File: config.mk
export PLATFORM = sky130hd
export DESIGN_NAME = mips_decode_stage
export DESIGN_NICKNAME = d
export VERILOG_FILES = /design/src/rtl/mips_pkg.sv /design/src/rtl/mips_ctrl_decode.sv /design/src/rtl/mips_decode_stage.sv
export SDC_FILE = /design/constraint.sdc
export NUM_CORES = 1
export LEC_CHECK = 0
export BUFFER_PORTS_ARGS = -buffer_cell sky130_fd_sc_hd__clkbuf_2
export CAP_MARGIN = 20
export CORE_UTILIZATION = 46
export CTS_BUF_LIST = sky130_fd_sc_hd__clkbuf_4 sky130_fd_sc_hd__clkbuf_8
export CTS_CLUSTER_DIAMETER = 30
export DETAILED_ROUTE_END_ITERATION = 10
export GPL_ROUTABILITY_DRIVEN = 0
export PLACE_DENSITY_LB_ADDON = 0.3
export SLEW_MARGIN = 20
export SYNTH_ARGS = -nofsm -noshare
export SYNTH_HDL_FRONTEND = slang
export SYNTH_SLANG_ARGS = --single-unit
export TNS_END_PERCENT = 30
File: constraint.sdc
create_clock -name clk -period 2.7 [get_ports clk]
set_clock_uncertainty 0.15 [all_clocks]
set_input_delay 0.405 -clock clk [delete_from_list [all_inputs] [get_ports clk]]
set_output_delay 0.405 -clock clk [all_outputs]
set_load 0.005 [all_outputs]
File: src/rtl/mips_pkg.sv
// mips_pkg: opcode/funct constants, ALU control codes and the decoded
// control bundle shared by the MIPS decode stage and its control decoder.
package mips_pkg;

  // Primary opcodes (inst[31:26])
  localparam logic [5:0] OP_RTYPE = 6'b000000;
  localparam logic [5:0] OP_LW    = 6'b100011;
  localparam logic [5:0] OP_SW    = 6'b101011;
  localparam logic [5:0] OP_BEQ   = 6'b000100;
  localparam logic [5:0] OP_ADDI  = 6'b001000;
  localparam logic [5:0] OP_ORI   = 6'b001101;
  localparam logic [5:0] OP_ANDI  = 6'b001100;
  localparam logic [5:0] OP_J     = 6'b000010;

  // R-type function codes (inst[5:0])
  localparam logic [5:0] FN_ADD  = 6'b100000;
  localparam logic [5:0] FN_SUB  = 6'b100010;
  localparam logic [5:0] FN_AND  = 6'b100100;
  localparam logic [5:0] FN_OR   = 6'b100101;
  localparam logic [5:0] FN_SLT  = 6'b101010;
  localparam logic [5:0] FN_MULT = 6'b011000;
  localparam logic [5:0] FN_DIV  = 6'b011010;

  // ALU control codes seen by execute
  typedef enum logic [3:0] {
    ALU_AND = 4'b0000,
    ALU_OR  = 4'b0001,
    ALU_ADD = 4'b0010,
    ALU_MUL = 4'b0011,
    ALU_DIV = 4'b0100,
    ALU_SUB = 4'b0110,
    ALU_SLT = 4'b0111
  } alu_ctr_e;

  // Control bundle produced per instruction
  typedef struct packed {
    alu_ctr_e alu_ctr;
    logic     reg_wrt;
    logic     mem_read;
    logic     mem_wrt;
    logic     mem_reg;
    logic     alu_src;
    logic     branch;
    logic     jump;
    logic     illegal;
  } ctrl_t;

  localparam ctrl_t CTRL_NOP = ctrl_t'(0);

  // Instructions that read rt as a source operand (matters for load-use)
  function automatic logic reads_rt(input logic [5:0] op);
    return (op == OP_RTYPE) || (op == OP_SW) || (op == OP_BEQ);
  endfunction

endpackage

File: src/rtl/mips_ctrl_decode.sv
// mips_ctrl_decode: purely combinational instruction -> control bundle,
// register indices, extended immediate and jump target.
// Optional MULT/DIV decode is enabled by defining MIPS_DECODE_MULDIV_EN.
module mips_ctrl_decode
  import mips_pkg::*;
#(
  parameter int XLEN = 32
) (
  input  logic [31:0]     inst,
  input  logic [XLEN-29:0] pc_hi,
  output ctrl_t           ctrl,
  output logic [4:0]      rs,
  output logic [4:0]      rt,
  output logic [4:0]      wr_reg,
  output logic [XLEN-1:0] imm,
  output logic [XLEN-1:0] jtarget,
  output logic            uses_rt,
  output logic            is_lw
);

  logic [5:0] op;
  logic [5:0] funct;
  logic [4:0] rd;
  logic       wr_sel_rd;
  logic       zero_ext;

  assign op    = inst[31:26];
  assign funct = inst[5:0];
  assign rs    = inst[25:21];
  assign rt    = inst[20:16];
  assign rd    = inst[15:11];

  assign uses_rt = reads_rt(op);
  assign is_lw   = (op == OP_LW);

  // Opcode/funct table; anything unrecognised is flagged illegal with no side effects
  always_comb begin
    ctrl      = CTRL_NOP;
    wr_sel_rd = 1'b0;
    zero_ext  = 1'b0;
    case (op)
      OP_RTYPE: begin
        ctrl.reg_wrt = 1'b1;
        wr_sel_rd    = 1'b1;
        case (funct)
          FN_ADD:  ctrl.alu_ctr = ALU_ADD;
          FN_SUB:  ctrl.alu_ctr = ALU_SUB;
          FN_AND:  ctrl.alu_ctr = ALU_AND;
          FN_OR:   ctrl.alu_ctr = ALU_OR;
          FN_SLT:  ctrl.alu_ctr = ALU_SLT;
`ifdef MIPS_DECODE_MULDIV_EN
          FN_MULT: ctrl.alu_ctr = ALU_MUL;
          FN_DIV:  ctrl.alu_ctr = ALU_DIV;
`endif
          default: begin
            ctrl.reg_wrt = 1'b0;
            wr_sel_rd    = 1'b0;
            ctrl.illegal = 1'b1;
          end
        endcase
      end
      OP_LW: begin
        ctrl.alu_ctr  = ALU_ADD;
        ctrl.alu_src  = 1'b1;
        ctrl.mem_read = 1'b1;
        ctrl.mem_reg  = 1'b1;
        ctrl.reg_wrt  = 1'b1;
      end
      OP_SW: begin
        ctrl.alu_ctr = ALU_ADD;
        ctrl.alu_src = 1'b1;
        ctrl.mem_wrt = 1'b1;
      end
      OP_BEQ: begin
        ctrl.alu_ctr = ALU_SUB;
        ctrl.branch  = 1'b1;
      end
      OP_ADDI: begin
        ctrl.alu_ctr = ALU_ADD;
        ctrl.alu_src = 1'b1;
        ctrl.reg_wrt = 1'b1;
      end
      OP_ORI: begin
        ctrl.alu_ctr = ALU_OR;
        ctrl.alu_src = 1'b1;
        ctrl.reg_wrt = 1'b1;
        zero_ext     = 1'b1;
      end
      OP_ANDI: begin
        ctrl.alu_ctr = ALU_AND;
        ctrl.alu_src = 1'b1;
        ctrl.reg_wrt = 1'b1;
        zero_ext     = 1'b1;
      end
      OP_J: begin
        ctrl.jump = 1'b1;
      end
      default: begin
        ctrl.illegal = 1'b1;
      end
    endcase
  end

  // Destination is rd for R-type, rt otherwise, and 0 for anything that does not write
  assign wr_reg = !ctrl.reg_wrt ? 5'd0 : (wr_sel_rd ? rd : rt);

  assign imm = zero_ext ? {{(XLEN-16){1'b0}}, inst[15:0]}
                        : {{(XLEN-16){inst[15]}}, inst[15:0]};

  assign jtarget = {pc_hi, inst[25:0], 2'b00};

endmodule

File: src/rtl/mips_decode_stage.sv
// mips_decode_stage: registered, valid/ready decode stage with load-use
// bubble insertion and synchronous flush. Decode table lives in
// mips_ctrl_decode; MULT/DIV support is enabled by MIPS_DECODE_MULDIV_EN.
module mips_decode_stage
  import mips_pkg::*;
#(
  parameter int XLEN      = 32,
  parameter int ALU_CTR_W = 4
) (
  input  logic                 clk,
  input  logic                 rst_n,
  input  logic                 in_valid,
  output logic                 in_ready,
  input  logic [31:0]          in_inst,
  input  logic [XLEN-1:0]      in_pc,
  input  logic                 flush,
  output logic                 out_valid,
  input  logic                 out_ready,
  output logic [ALU_CTR_W-1:0] out_alu_ctr,
  output logic                 out_reg_wrt,
  output logic                 out_mem_read,
  output logic                 out_mem_wrt,
  output logic                 out_mem_reg,
  output logic                 out_alu_src,
  output logic                 out_branch,
  output logic                 out_jump,
  output logic [4:0]           out_rs,
  output logic [4:0]           out_rt,
  output logic [4:0]           out_wr_reg,
  output logic [XLEN-1:0]      out_imm,
  output logic [XLEN-1:0]      out_jtarget,
  output logic                 out_illegal
);

  ctrl_t           dec_ctrl;
  logic [4:0]      dec_rs;
  logic [4:0]      dec_rt;
  logic [4:0]      dec_wr_reg;
  logic [XLEN-1:0] dec_imm;
  logic [XLEN-1:0] dec_jtarget;
  logic            dec_uses_rt;
  logic            dec_is_lw;

  ctrl_t           ctrl_q;
  logic [4:0]      rs_q;
  logic [4:0]      rt_q;
  logic [4:0]      wr_reg_q;
  logic [XLEN-1:0] imm_q;
  logic [XLEN-1:0] jtarget_q;

  logic            lw_pend;
  logic [4:0]      lw_dst;
  logic            hazard;
  logic            accept;
  logic            unused_pc_low;

  // Only the PC region bits feed the jump target
  assign unused_pc_low = ^in_pc[27:0];

  mips_ctrl_decode #(
    .XLEN (XLEN)
  ) u_ctrl_decode (
    .inst    (in_inst),
    .pc_hi   (in_pc[XLEN-1:28]),
    .ctrl    (dec_ctrl),
    .rs      (dec_rs),
    .rt      (dec_rt),
    .wr_reg  (dec_wr_reg),
    .imm     (dec_imm),
    .jtarget (dec_jtarget),
    .uses_rt (dec_uses_rt),
    .is_lw   (dec_is_lw)
  );

  // A pending load blocks any incoming instruction that reads its destination
  assign hazard = lw_pend && in_valid &&
                  ((dec_rs == lw_dst) || (dec_uses_rt && (dec_rt == lw_dst)));

  assign in_ready = (!out_valid || out_ready) && !hazard && !flush;
  assign accept   = in_valid && in_ready;

  // Output register: flush drops the bundle, accept replaces it, transfer empties it
  always_ff @(posedge clk) begin
    if (!rst_n) begin
      out_valid <= 1'b0;
      ctrl_q    <= CTRL_NOP;
      rs_q      <= '0;
      rt_q      <= '0;
      wr_reg_q  <= '0;
      imm_q     <= '0;
      jtarget_q <= '0;
    end else if (flush) begin
      out_valid <= 1'b0;
    end else if (accept) begin
      out_valid <= 1'b1;
      ctrl_q    <= dec_ctrl;
      rs_q      <= dec_rs;
      rt_q      <= dec_rt;
      wr_reg_q  <= dec_wr_reg;
      imm_q     <= dec_imm;
      jtarget_q <= dec_jtarget;
    end else if (out_ready) begin
      out_valid <= 1'b0;
    end
  end

  // Remember the destination of an issued LW until it leaves the stage
  always_ff @(posedge clk) begin
    if (!rst_n || flush) begin
      lw_pend <= 1'b0;
      lw_dst  <= '0;
    end else if (accept && dec_is_lw && (dec_rt != 5'd0)) begin
      lw_pend <= 1'b1;
      lw_dst  <= dec_rt;
    end else if (out_valid && out_ready) begin
      lw_pend <= 1'b0;
    end
  end

  assign out_alu_ctr  = ALU_CTR_W'(ctrl_q.alu_ctr);
  assign out_reg_wrt  = ctrl_q.reg_wrt;
  assign out_mem_read = ctrl_q.mem_read;
  assign out_mem_wrt  = ctrl_q.mem_wrt;
  assign out_mem_reg  = ctrl_q.mem_reg;
  assign out_alu_src  = ctrl_q.alu_src;
  assign out_branch   = ctrl_q.branch;
  assign out_jump     = ctrl_q.jump;
  assign out_illegal  = ctrl_q.illegal;
  assign out_rs       = rs_q;
  assign out_rt       = rt_q;
  assign out_wr_reg   = wr_reg_q;
  assign out_imm      = imm_q;
  assign out_jtarget  = jtarget_q;

endmodule
# After elaboration in Yosys (flattened, before gate mapping)
# Index checks and enable logic that the tools add are counted.
[totals]
wordCells = 82
register_bits = 95
[classes]
n_eq_ne = 14
mux = 20
n_reduce_logical = 30
bitwise = 2
[ops]
columns = ["cell", "count"]
rows = [
  ["$eq A6 B6 Y1 const B", 7],
  ["$mux W32", 1],
  ["$pmux W3 S4", 2],
  ["$eq A6 B4 Y1 const B", 3],
  ["$mux W1", 13],
  ["$eq A5 B5 Y1", 2],
  ["$mux W5", 2],
  ["$reduce_or A5 Y1", 2],
  ["$logic_and A1 B1 Y1", 9],
  ["$reduce_or A7 Y1", 1],
  ["$eq A6 B2 Y1 const B", 1],
  ["$eq A6 B3 Y1 const B", 1],
  ["$logic_not A6 Y1", 1],
  ["$logic_or A1 B1 Y1", 5],
  ["$reduce_bool A5 Y1", 1],
  ["$logic_not A1 Y1", 4],
  ["$pmux W1 S2", 2],
  ["$reduce_bool A2 Y1", 2],
  ["$reduce_or A2 Y1", 2],
  ["$reduce_or A4 Y1", 1],
  ["$reduce_or A3 Y1", 1],
  ["$not A1 Y1", 2],
  ["$reduce_and A2 Y1", 1],
]

# Longest topological paths before layout
# Gate-level depths: netlist of run 1.
[depth]
ltp_word = 13
ltp_mapped = 9
mapped_depth_nobuf = 6

# By module
# Synthesis of run 1 repeated with hierarchy kept, for this count alone.
[hier_totals]
cells_unflattened = 596
hier_area_um2 = 4717.0
[modules_own_cells]
columns = ["module", "area_each_um2", "seq_area_each_um2", "cells_each", "instances"]
rows = [
  ["mips_decode_stage", 3752.3, 1961.9, 455, 1],
  ["mips_ctrl_decode", 964.7, 0.0, 141, 1],
]

# Worst setup path after synthesis of run 1
# OpenSTA, ideal clock, no wires.
[synth_timing]
path_kind = "input port to flip-flop"
from = "input port in_inst[29]"
to = "register wr_reg_q[1], in the netlist out_wr_reg[1]"
t_arrival_ns = 2.021
n_path_buf = 2
setup_slack_ns = 0.445
setup_ns = 0.084
cell_stages = 8
path_cell_list = "buf_2 > or4_4 > or3_4 > nand2b_4 > buf_6 > o21ai_4 > nand2_4 > o31ai_2"
[synth_via]
elab_chain_len = 11
word_cells_on_any_way = 22
classes_between = "6 x eq/ne; 4 x mux; 12 x reduce/logical"
[synth_rtl]
columns = ["item", "line_no", "rtl"]
rows = [
  ["from (decl)", "mips_decode_stage.sv:14", "input logic [31:0] in_inst,"],
  ["$eq A6 B6 Y1 or $logic_not A6 Y1 (tied branches)", "mips_pkg.sv:52, mips_ctrl_decode.sv:41", ""],
  ["$logic_or A1 B1 Y1 (2 in series)", "mips_pkg.sv:52", "return (op == OP_RTYPE) || (op == OP_SW) || (op == OP_BEQ);"],
  ["$logic_and A1 B1 Y1", "mips_decode_stage.sv:77", "((dec_rs == lw_dst) || (dec_uses_rt && (dec_rt == lw_dst)));"],
  ["$logic_or A1 B1 Y1", "mips_decode_stage.sv:77", ""],
  ["$logic_and A1 B1 Y1", "mips_decode_stage.sv:76", "assign hazard = lw_pend && in_valid &&"],
  ["$logic_not A1 Y1", "mips_decode_stage.sv:79", "assign in_ready = (!out_valid || out_ready) && !hazard && !flush;"],
  ["$logic_and A1 B1 Y1 (2 in series)", "mips_decode_stage.sv:79", ""],
  ["$logic_and A1 B1 Y1", "mips_decode_stage.sv:80", "assign accept = in_valid && in_ready;"],
  ["$reduce_and A2 Y1 (no source line)", "-", ""],
  ["to (signal assigned)", "mips_decode_stage.sv:99", "wr_reg_q <= dec_wr_reg;"],
  ["to (decl)", "mips_decode_stage.sv:47", "logic [4:0] wr_reg_q;"],
]
# Several ways; a longest one is shown, not always the timed one.
# A chain may end at the register's enable or synchronous reset.

# Final worst setup path of run 1
[layout_timing]
from = "register lw_dst[2]"
to = "register lw_dst[4]"
[layout_via]
elab_chain_len = 10
word_cells_on_any_way = 11
classes_between = "2 x eq/ne; 9 x reduce/logical"
[layout_rtl]
columns = ["item", "line_no", "rtl"]
rows = [
  ["from (decl)", "mips_decode_stage.sv:52", "logic [4:0] lw_dst;"],
  ["from (signal assigned)", "mips_decode_stage.sv:114", "lw_dst <= dec_rt;"],
  ["$eq A5 B5 Y1", "mips_decode_stage.sv:77", ""],
  ["$logic_and A1 B1 Y1", "mips_decode_stage.sv:77", ""],
  ["$logic_or A1 B1 Y1 (*)", "mips_decode_stage.sv:77", ""],
  ["$logic_and A1 B1 Y1 (*)", "mips_decode_stage.sv:76", ""],
  ["$logic_not A1 Y1 (*)", "mips_decode_stage.sv:79", ""],
  ["$logic_and A1 B1 Y1 (*) (2 in series)", "mips_decode_stage.sv:79", ""],
  ["$logic_and A1 B1 Y1 (*)", "mips_decode_stage.sv:80", ""],
  ["$logic_and A1 B1 Y1 (*) (2 in series)", "mips_decode_stage.sv:112", "end else if (accept && dec_is_lw && (dec_rt != 5'd0)) begin"],
]
# Mark *: on every way between the ends. The rest lies on a longest branch, timed or not.

==> summary.md, run 1 <==
| Metric | Value |
|---|---|
| Worst r2r dst | `lw_dst[4]$_SDFFE_PP0P_` |
| Design area | `3367 um^2` |
| Largest family of logic cells by synthesized area | `simple AND/OR/NAND/NOR gates` |
| Cell family with most CP delay | `compound AO/OA/AOI/OAI gates` |
| PwrDens | `449.5 nW/um^2` |
| Drt total wl | `6328 um` |
| Initial Utilization | `0.4815` |
| Setup Slack @ Placement | `0.1423 ns` |
| Status | `finished clean` |
| CTS Sinks | `53` |
| Slew @ Worst Pin | `0.7158 ns` |
| Hold path cells | `3` |
| Hold-fix buffers, CTS | `0` |
| Core area | `5956 um^2` |
| RSZ-0062 raised after global routing | `false` |
| Post-CTS Setup Bufs | `0` |
| Slew headroom | `0.5218` |
| Synth-to-layout area growth | `17.41%` |
| CTS H-Tree Depth | `2` |
| Avg WL per Cell | `13.07 um` |
| PnR worst setup slack | `0.2936 ns` |
| Fillers | `589` |
| Initial antenna violation count | `0` |
| Final Hold Vio Count | `0` |
| Vert. Die Dim | `80.96 um` |
| Slowest CP cell | `a2111oi_4` |
| Vias post-DR | `2402` |
| Max VDD drop | `0.2822 mV` |
| Post-CTS resize count | `0` |
| Max reg flops | `17` |
| Post-synth EDFFs | `0` |
| Antenna Cells | `0` |
| Post-DRT Antenna Nets | `0` |
| Worst R2R Setup Slack | `0.29 ns` |
| Crit path time final | `2.406 ns` |
| Synth Area in Simple Gates | `0.2086` |
| Vias in the first global route | `2170` |
| DR vias/cell | `4.963` |
| DRC viols | `0` |
| Compound-Gate Fraction of Synth Area | `0.1579` |
| Total grt overflow | `0` |
| Mux contribution to synthesized area | `0.08028` |
| Max clock buf depth | `2` |
| Largest stage delay, worst path | `0.55 ns` |
| Crit path arrival time | `2.49 ns` |
| Yosys warns | `0` |
| Tot GR Track Use | `0.1990` |
| Critical path required time | `2.79 ns` |
| Leakage | `1.551 nW` |
| Final core occ | `0.5653` |
| Crit-path max FO | `6` |
| CP Class | `flop to flop` |
| Ys flop type | `dfxtp_1` |
| Fmax | `415.6 MHz` |
| Hold Path Class | `input port to flop` |
| Syn Area/Cell | `8.878 um^2` |
| Hold worst-path end | `out_imm[4]$_SDFFE_PN0P_` |
| Initial drt markers | `148` |
| I/O Buffers | `130` |
| Largest net degree at the start of global routing | `48` |
| First-pass GRT wire length | `9998 um` |
| TritonCTS clock tree | `done` |
| CTS clk-pin slew, worst paths | `0.10 ns` |
| Nets | `477` |
| Top Ports | `162` |
| Skew-Pair Late Insertion Delay | `0.30 ns` |
| Root Driver | `clkbuf_8` |
| Drt pass-1 iters | `4` |
| Final max-slew violation count | `0` |
| MaxCap Viol Count | `0` |
| Distinct cells, synth | `46` |
| Startpoint Class | `flop` |
| Setup TNS | `0 ns` |
| Tcrit/Tclk final | `0.8912` |
| Crit path buf inv count | `0` |
| Die width | `80.96 um` |
| #FFs+latches synth | `53` |
| Async set-reset flop share out of synthesis | `0` |
| Final setup fails | `0` |
| CTS Buf Count | `5` |
| Die footprint | `6554 um^2` |
| Syn Inst Count | `323` |
| Crit path cell chain | `xor2_1, nor2_1, a311o_1, or2_1, a2111oi_4, mux2i_1` |
| Register area share after synthesis | `0.3700` |
| Post-Synth XOR/XNOR Area | `0.03054` |
| Row count | `28` |
| CP endpoint kind | `flop` |
| RR Startpoint | `lw_dst[2]$_SDFFE_PP0P_` |
| Share of layout cells above drive strength 1 | `0.3936` |
| Adder-cell share of the synthesized area | `0` |
| HPWL after DPL | `4654 um` |
| Placement-stage cell area | `3281 um^2` |
| Mapped Area | `2868 um^2` |
| Hold wc startpoint | `in_inst[4]` |
| Worst R2R Path Depth | `6` |
-- power breakdown --
part | switching [W] | leakage (nW) | total, W | internal, W
registers | 0.0000185 | 0.431 | 0.000826 | 0.000807
clock network | 0.000263 | 0.0439 | 0.000442 | 0.000180
logic | 0.000131 | 1.08 | 0.000246 | 0.000115
-- cell usage in the layout, fill, tap and decap left out, types with 2 or more instances in the layout --
cell type	count
clkbuf_2	130
nand2_1	57
dfxtp_1	53
a21boi_1	26
mux2i_1	23
nor2b_1	18
nor2_1	8
nand3_1	8
buf_4	8
xnor2_1	5
nand2b_1	5
xor2_1	5
o31ai_2	5
clkbuf_8	5
a21oi_1	4
nor4_1	3
nor3_1	3
o22ai_1	3
conb_1	3
o31ai_1	2
a31oi_1	2
a2111oi_4	2
nor3b_1	2
o21ai_0	2
o21a_1	2
clkinv_2	2
-- cell usage after synthesis, types with 2 or more instances --
cell        n  area share
nand2_1    57       0.075
nand2b_1    5       0.011
a21boi_1   26       0.068
buf_2       8       0.014
o22ai_1     3      0.0065
a2111oi_4   2       0.019
xnor2_1     5       0.015
nor2_1      9       0.012
nor2b_1    18       0.039
buf_4      46        0.12
mux2i_1    23       0.080
o31ai_1     2      0.0052
clkbuf_1    8       0.010
o21a_1      2      0.0052
a21oi_1     4      0.0070
nor4_1      3      0.0065
nand3_1     8       0.014
xor2_1      5       0.015
a31oi_1     2      0.0044
o21ai_0     2      0.0035
nor3b_1     2      0.0052
o31ai_2     5       0.022
dfxtp_1    53        0.37
nor3_1      3      0.0052
-- worst min-delay path, cell delays in order --
cell	delay, ns
clkbuf_2	0.09
nand2_1	0.05
a21boi_1	0.05
-- how the worst max path moves through the flow --
| stage | from | end | slack [ns] | depth (start not counted) |
|---|---|---|---|---|
| after global routing | lw_dst[1]$_SDFFE_PP0P_ | lw_dst[4]$_SDFFE_PP0P_ | 0.15 | 6 |
| after detailed placement | in_inst[27] | lw_dst[4]$_SDFFE_PP0P_ | 0.14 | 7 |
| final | lw_dst[2]$_SDFFE_PP0P_ | lw_dst[4]$_SDFFE_PP0P_ | 0.29 | 6 |
| after floorplan | in_inst[29] | out_wr_reg[1]$_SDFFE_PN0P_ | 0.45 | 8 |
| after CTS | lw_dst[2]$_SDFFE_PP0P_ | lw_dst[4]$_SDFFE_PP0P_ | 0.28 | 6 |
| after global placement | in_inst[22] | lw_dst[4]$_SDFFE_PP0P_ | 0.23 | 7 |
-- area by class of cell --
type | count | area, um^2 | area share
sequential | 53 | 1061 | 0.3151
multi-input combinational | 207 | 1388 | 0.4121
clock inverter | 3 | 17.52 | 0.005203
clock buffer | 5 | 68.82 | 0.02044
timing repair buffer | 139 | 730.7 | 0.2170
tap | 75 | 93.84 | 0.02787
inverter | 2 | 7.507 | 0.002230
-- metrics by stage --
step | std cells | power [W] | hold WS (ns)
after floorplan | 325 | 0.001006 | 0.2972
after global placement | 476 | 0.001086 | 0.2920
after detailed placement | 476 | 0.001091 | 0.2981
after CTS | 484 | 0.001535 | 0.1733
after global routing | 484 | 0.001594 | 0.1776
final | 484 | 0.001514 | 0.1779
-- cells by family after synthesis --
| kind of cell | Yosys count |
|---|---|
| simple gates | 118 |
| buf+inv | 65 |
| flops | 53 |
| mux | 23 |
| compound gates | 53 |
| xor+xnor | 10 |
| other cells | 1 |
-- layer usage --
layer | track usage | up-vias | routed length [um]
met5 | 0 | - | 0
met4 | 0.03750 | 0 | 36
met3 | 0.05393 | 4 | 414
met2 | 0.3555 | 80 | 3184
met1 | 0.2383 | 1104 | 2693
li1 | - | 1214 | -
(Power assumes the default switching activity.)
==> run 2, diff against run 1 <==
--- a/config.mk
+++ b/config.mk
@@ -9,4 +9,4 @@
 export CAP_MARGIN = 20
-export CORE_UTILIZATION = 46
-export CTS_BUF_LIST = sky130_fd_sc_hd__clkbuf_4 sky130_fd_sc_hd__clkbuf_8
+export CORE_UTILIZATION = 44
+export CTS_BUF_LIST = sky130_fd_sc_hd__clkbuf_8 sky130_fd_sc_hd__clkbuf_16
 export CTS_CLUSTER_DIAMETER = 30
==> constraint.sdc (replaced) <==
create_clock -name clk -period 2.7 [get_ports clk]
set_clock_uncertainty 0.15 [all_clocks]
set_input_delay 0.54 -clock clk [delete_from_list [all_inputs] [get_ports clk]]
set_output_delay 0.54 -clock clk [all_outputs]
set_load 0.005 [all_outputs]
==> summary.md, run 2 (synthesis results as in run 1) <==
| Metric | Value |
|---|---|
| DR vias/cell | `4.929` |
| Commonest non-fill, non-tap cells in the layout | `clkbuf_2, nand2_1, dfxtp_1` |
| First-pass GRT wire length | `9666 um` |
| DRC viols | `0` |
| Avg WL per Cell | `12.76 um` |
| I/O Buffers | `130` |
| Total grt overflow | `0` |
| Final Hold Vio Count | `0` |
| Crit path time final | `2.411 ns` |
| Leakage | `1.614 nW` |
| Hold wc startpoint | `in_inst[4]` |
| CP most frequent cell | `clkbuf_2` |
| Initial antenna violation count | `0` |
| RR Startpoint | `lw_dst[3]$_SDFFE_PP0P_` |
| Setup TNS | `0 ns` |
| Hold-fix buffers, CTS | `0` |
| Post-DRT Antenna Nets | `0` |
| CTS Buf Count | `5` |
| Vias post-DR | `2440` |
| Fmax | `414.8 MHz` |
| Area occupied by multi-input gates | `1388 um^2` |
| Nets | `486` |
| Share of layout cells above drive strength 1 | `0.4067` |
| Startpoint Class | `input port` |
| Drt total wl | `6316 um` |
| Post-CTS resize count | `0` |
| Max reg flops | `17` |
| HPWL after DPL | `4632 um` |
| Die width | `82.73 um` |
| Design area | `3476 um^2` |
| Crit path cell chain | `clkbuf_2, buf_4, nor4_1, a21oi_1, o31ai_1, a31oi_1, clkbuf_2` |
| Crit path buf inv count | `3` |
| CP Class | `input port to output pin` |
| Slowest CP cell | `o31ai_1` |
| Setup crit start | `in_inst[31]` |
| CTS H-Tree Depth | `2` |
| Slew headroom | `0.5253` |
| Largest stage delay, worst path | `0.28 ns` |
| Largest net degree at the start of global routing | `48` |
| Skew-Pair Late Insertion Delay | `0.31 ns` |
| PwrDens | `457.4 nW/um^2` |
| MaxCap Viol Count | `0` |
| Seq. cell area | `1061 um^2` |
| Max VDD drop | `0.2491 mV` |
| Final setup fails | `0` |
| Fillers | `624` |
| CTS clk-pin slew, worst paths | `0.09 ns` |
| Top Ports | `162` |
| RSZ-0062 raised after global routing | `false` |
| Tot GR Track Use | `0.1908` |
| Vert. Die Dim | `82.73 um` |
| Critical path required time | `2.01 ns` |
| Crit path arrival time | `1.72 ns` |
| Post-CTS Setup Bufs | `0` |
| Commonest non-fill, non-tap cell in the layout | `clkbuf_2` |
| Hold Path Class | `input port to flop` |
| Initial drt markers | `97` |
| Status | `finished clean` |
| TritonCTS clock tree | `done` |
| Slew @ Worst Pin | `0.7106 ns` |
| CP endpoint kind | `output pin` |
| Antenna Cells | `0` |
| Vias in the first global route | `2072` |
| Crit-path max FO | `6` |
| Final core occ | `0.5505` |
| Cell family with most CP delay | `compound AO/OA/AOI/OAI gates` |
| Final max-slew violation count | `0` |
| Core area | `6314 um^2` |
| Placement-stage cell area | `3343 um^2` |
| Synth-to-layout area growth | `21.20%` |
| Drt pass-1 iters | `6` |
| Row count | `29` |
| CTS Sinks | `53` |
| Root Driver | `clkbuf_8` |
| Max clock buf depth | `2` |
| Tcrit/Tclk final | `0.8928` |
| Die footprint | `6844 um^2` |
| Initial Utilization | `0.4542` |
## run 2: changes by cell type in the layout (fill, tap and decap cells not counted), sizes merged
cell / before / now
buf: 9 / 18
clkbuf: 135 / 137
clkinv: 2 / 0
clkinvlp: 1 / 0
inv: 2 / 3
## run 2: area by class of cell
type | count | share of cell area
sequential | 53 | 0.3053
inverter | 2 | 0.002160
timing repair buffer | 148 | 0.2354
multi-input combinational | 207 | 0.3992
tap | 77 | 0.02772
clock buffer | 7 | 0.02772
clock inverter | 1 | 0.002520
## run 2: layer usage
metal | vias up | GRT usage | routed length (um)
met5 | - | 0 | 0
met4 | 0 | 0.07241 | 97
met3 | 5 | 0.03626 | 269
met2 | 70 | 0.3270 | 3074
met1 | 1127 | 0.2351 | 2875
li1 | 1238 | - | -
## run 2: report_power, final
group | internal, W | switching (W) | leakage, nW | total (W)
sequential | 0.000807 | 0.0000182 | 0.431 | 0.000825
combinational | 0.000125 | 0.000132 | 1.13 | 0.000257
clock | 0.000237 | 0.000270 | 0.0549 | 0.000507
## run 2: path summary, 6_finish.rpt
kind / depth (start not counted) / slack [ns] / end
worst max-delay path: 7 / 0.29 / in_ready
worst min register to register: 2 / 0.31 / out_mem_wrt$_SDFFE_PN0P_
worst max register to register: 7 / 0.42 / out_jtarget[31]$_SDFFE_PN0P_
worst min-delay path: 3 / 0.30 / out_imm[4]$_SDFFE_PN0P_
## run 2: metrics by stage
stage / worst slack, ns / total power [W] / hold WS, ns / instances
after floorplan: 0.3100 / 0.001006 / 0.2972 / 325
after global placement: -0.1521 / 0.001094 / 0.2899 / 486
after detailed placement: -0.2440 / 0.001100 / 0.2979 / 486
after CTS: 0.07473 / 0.001611 / 0.2933 / 494
after global routing: 0.1322 / 0.001668 / 0.3085 / 495
final: 0.2894 / 0.001590 / 0.2983 / 495
## run 2: worst reg2reg max path, stage by stage (launching register included)
cell	delay (ns)
dfxtp_1	0.39
xor2_1	0.19
nor3_1	0.11
a311o_1	0.36
nor2_4	0.44
buf_16	0.24
mux2i_1	0.22
nor2b_1	0.06
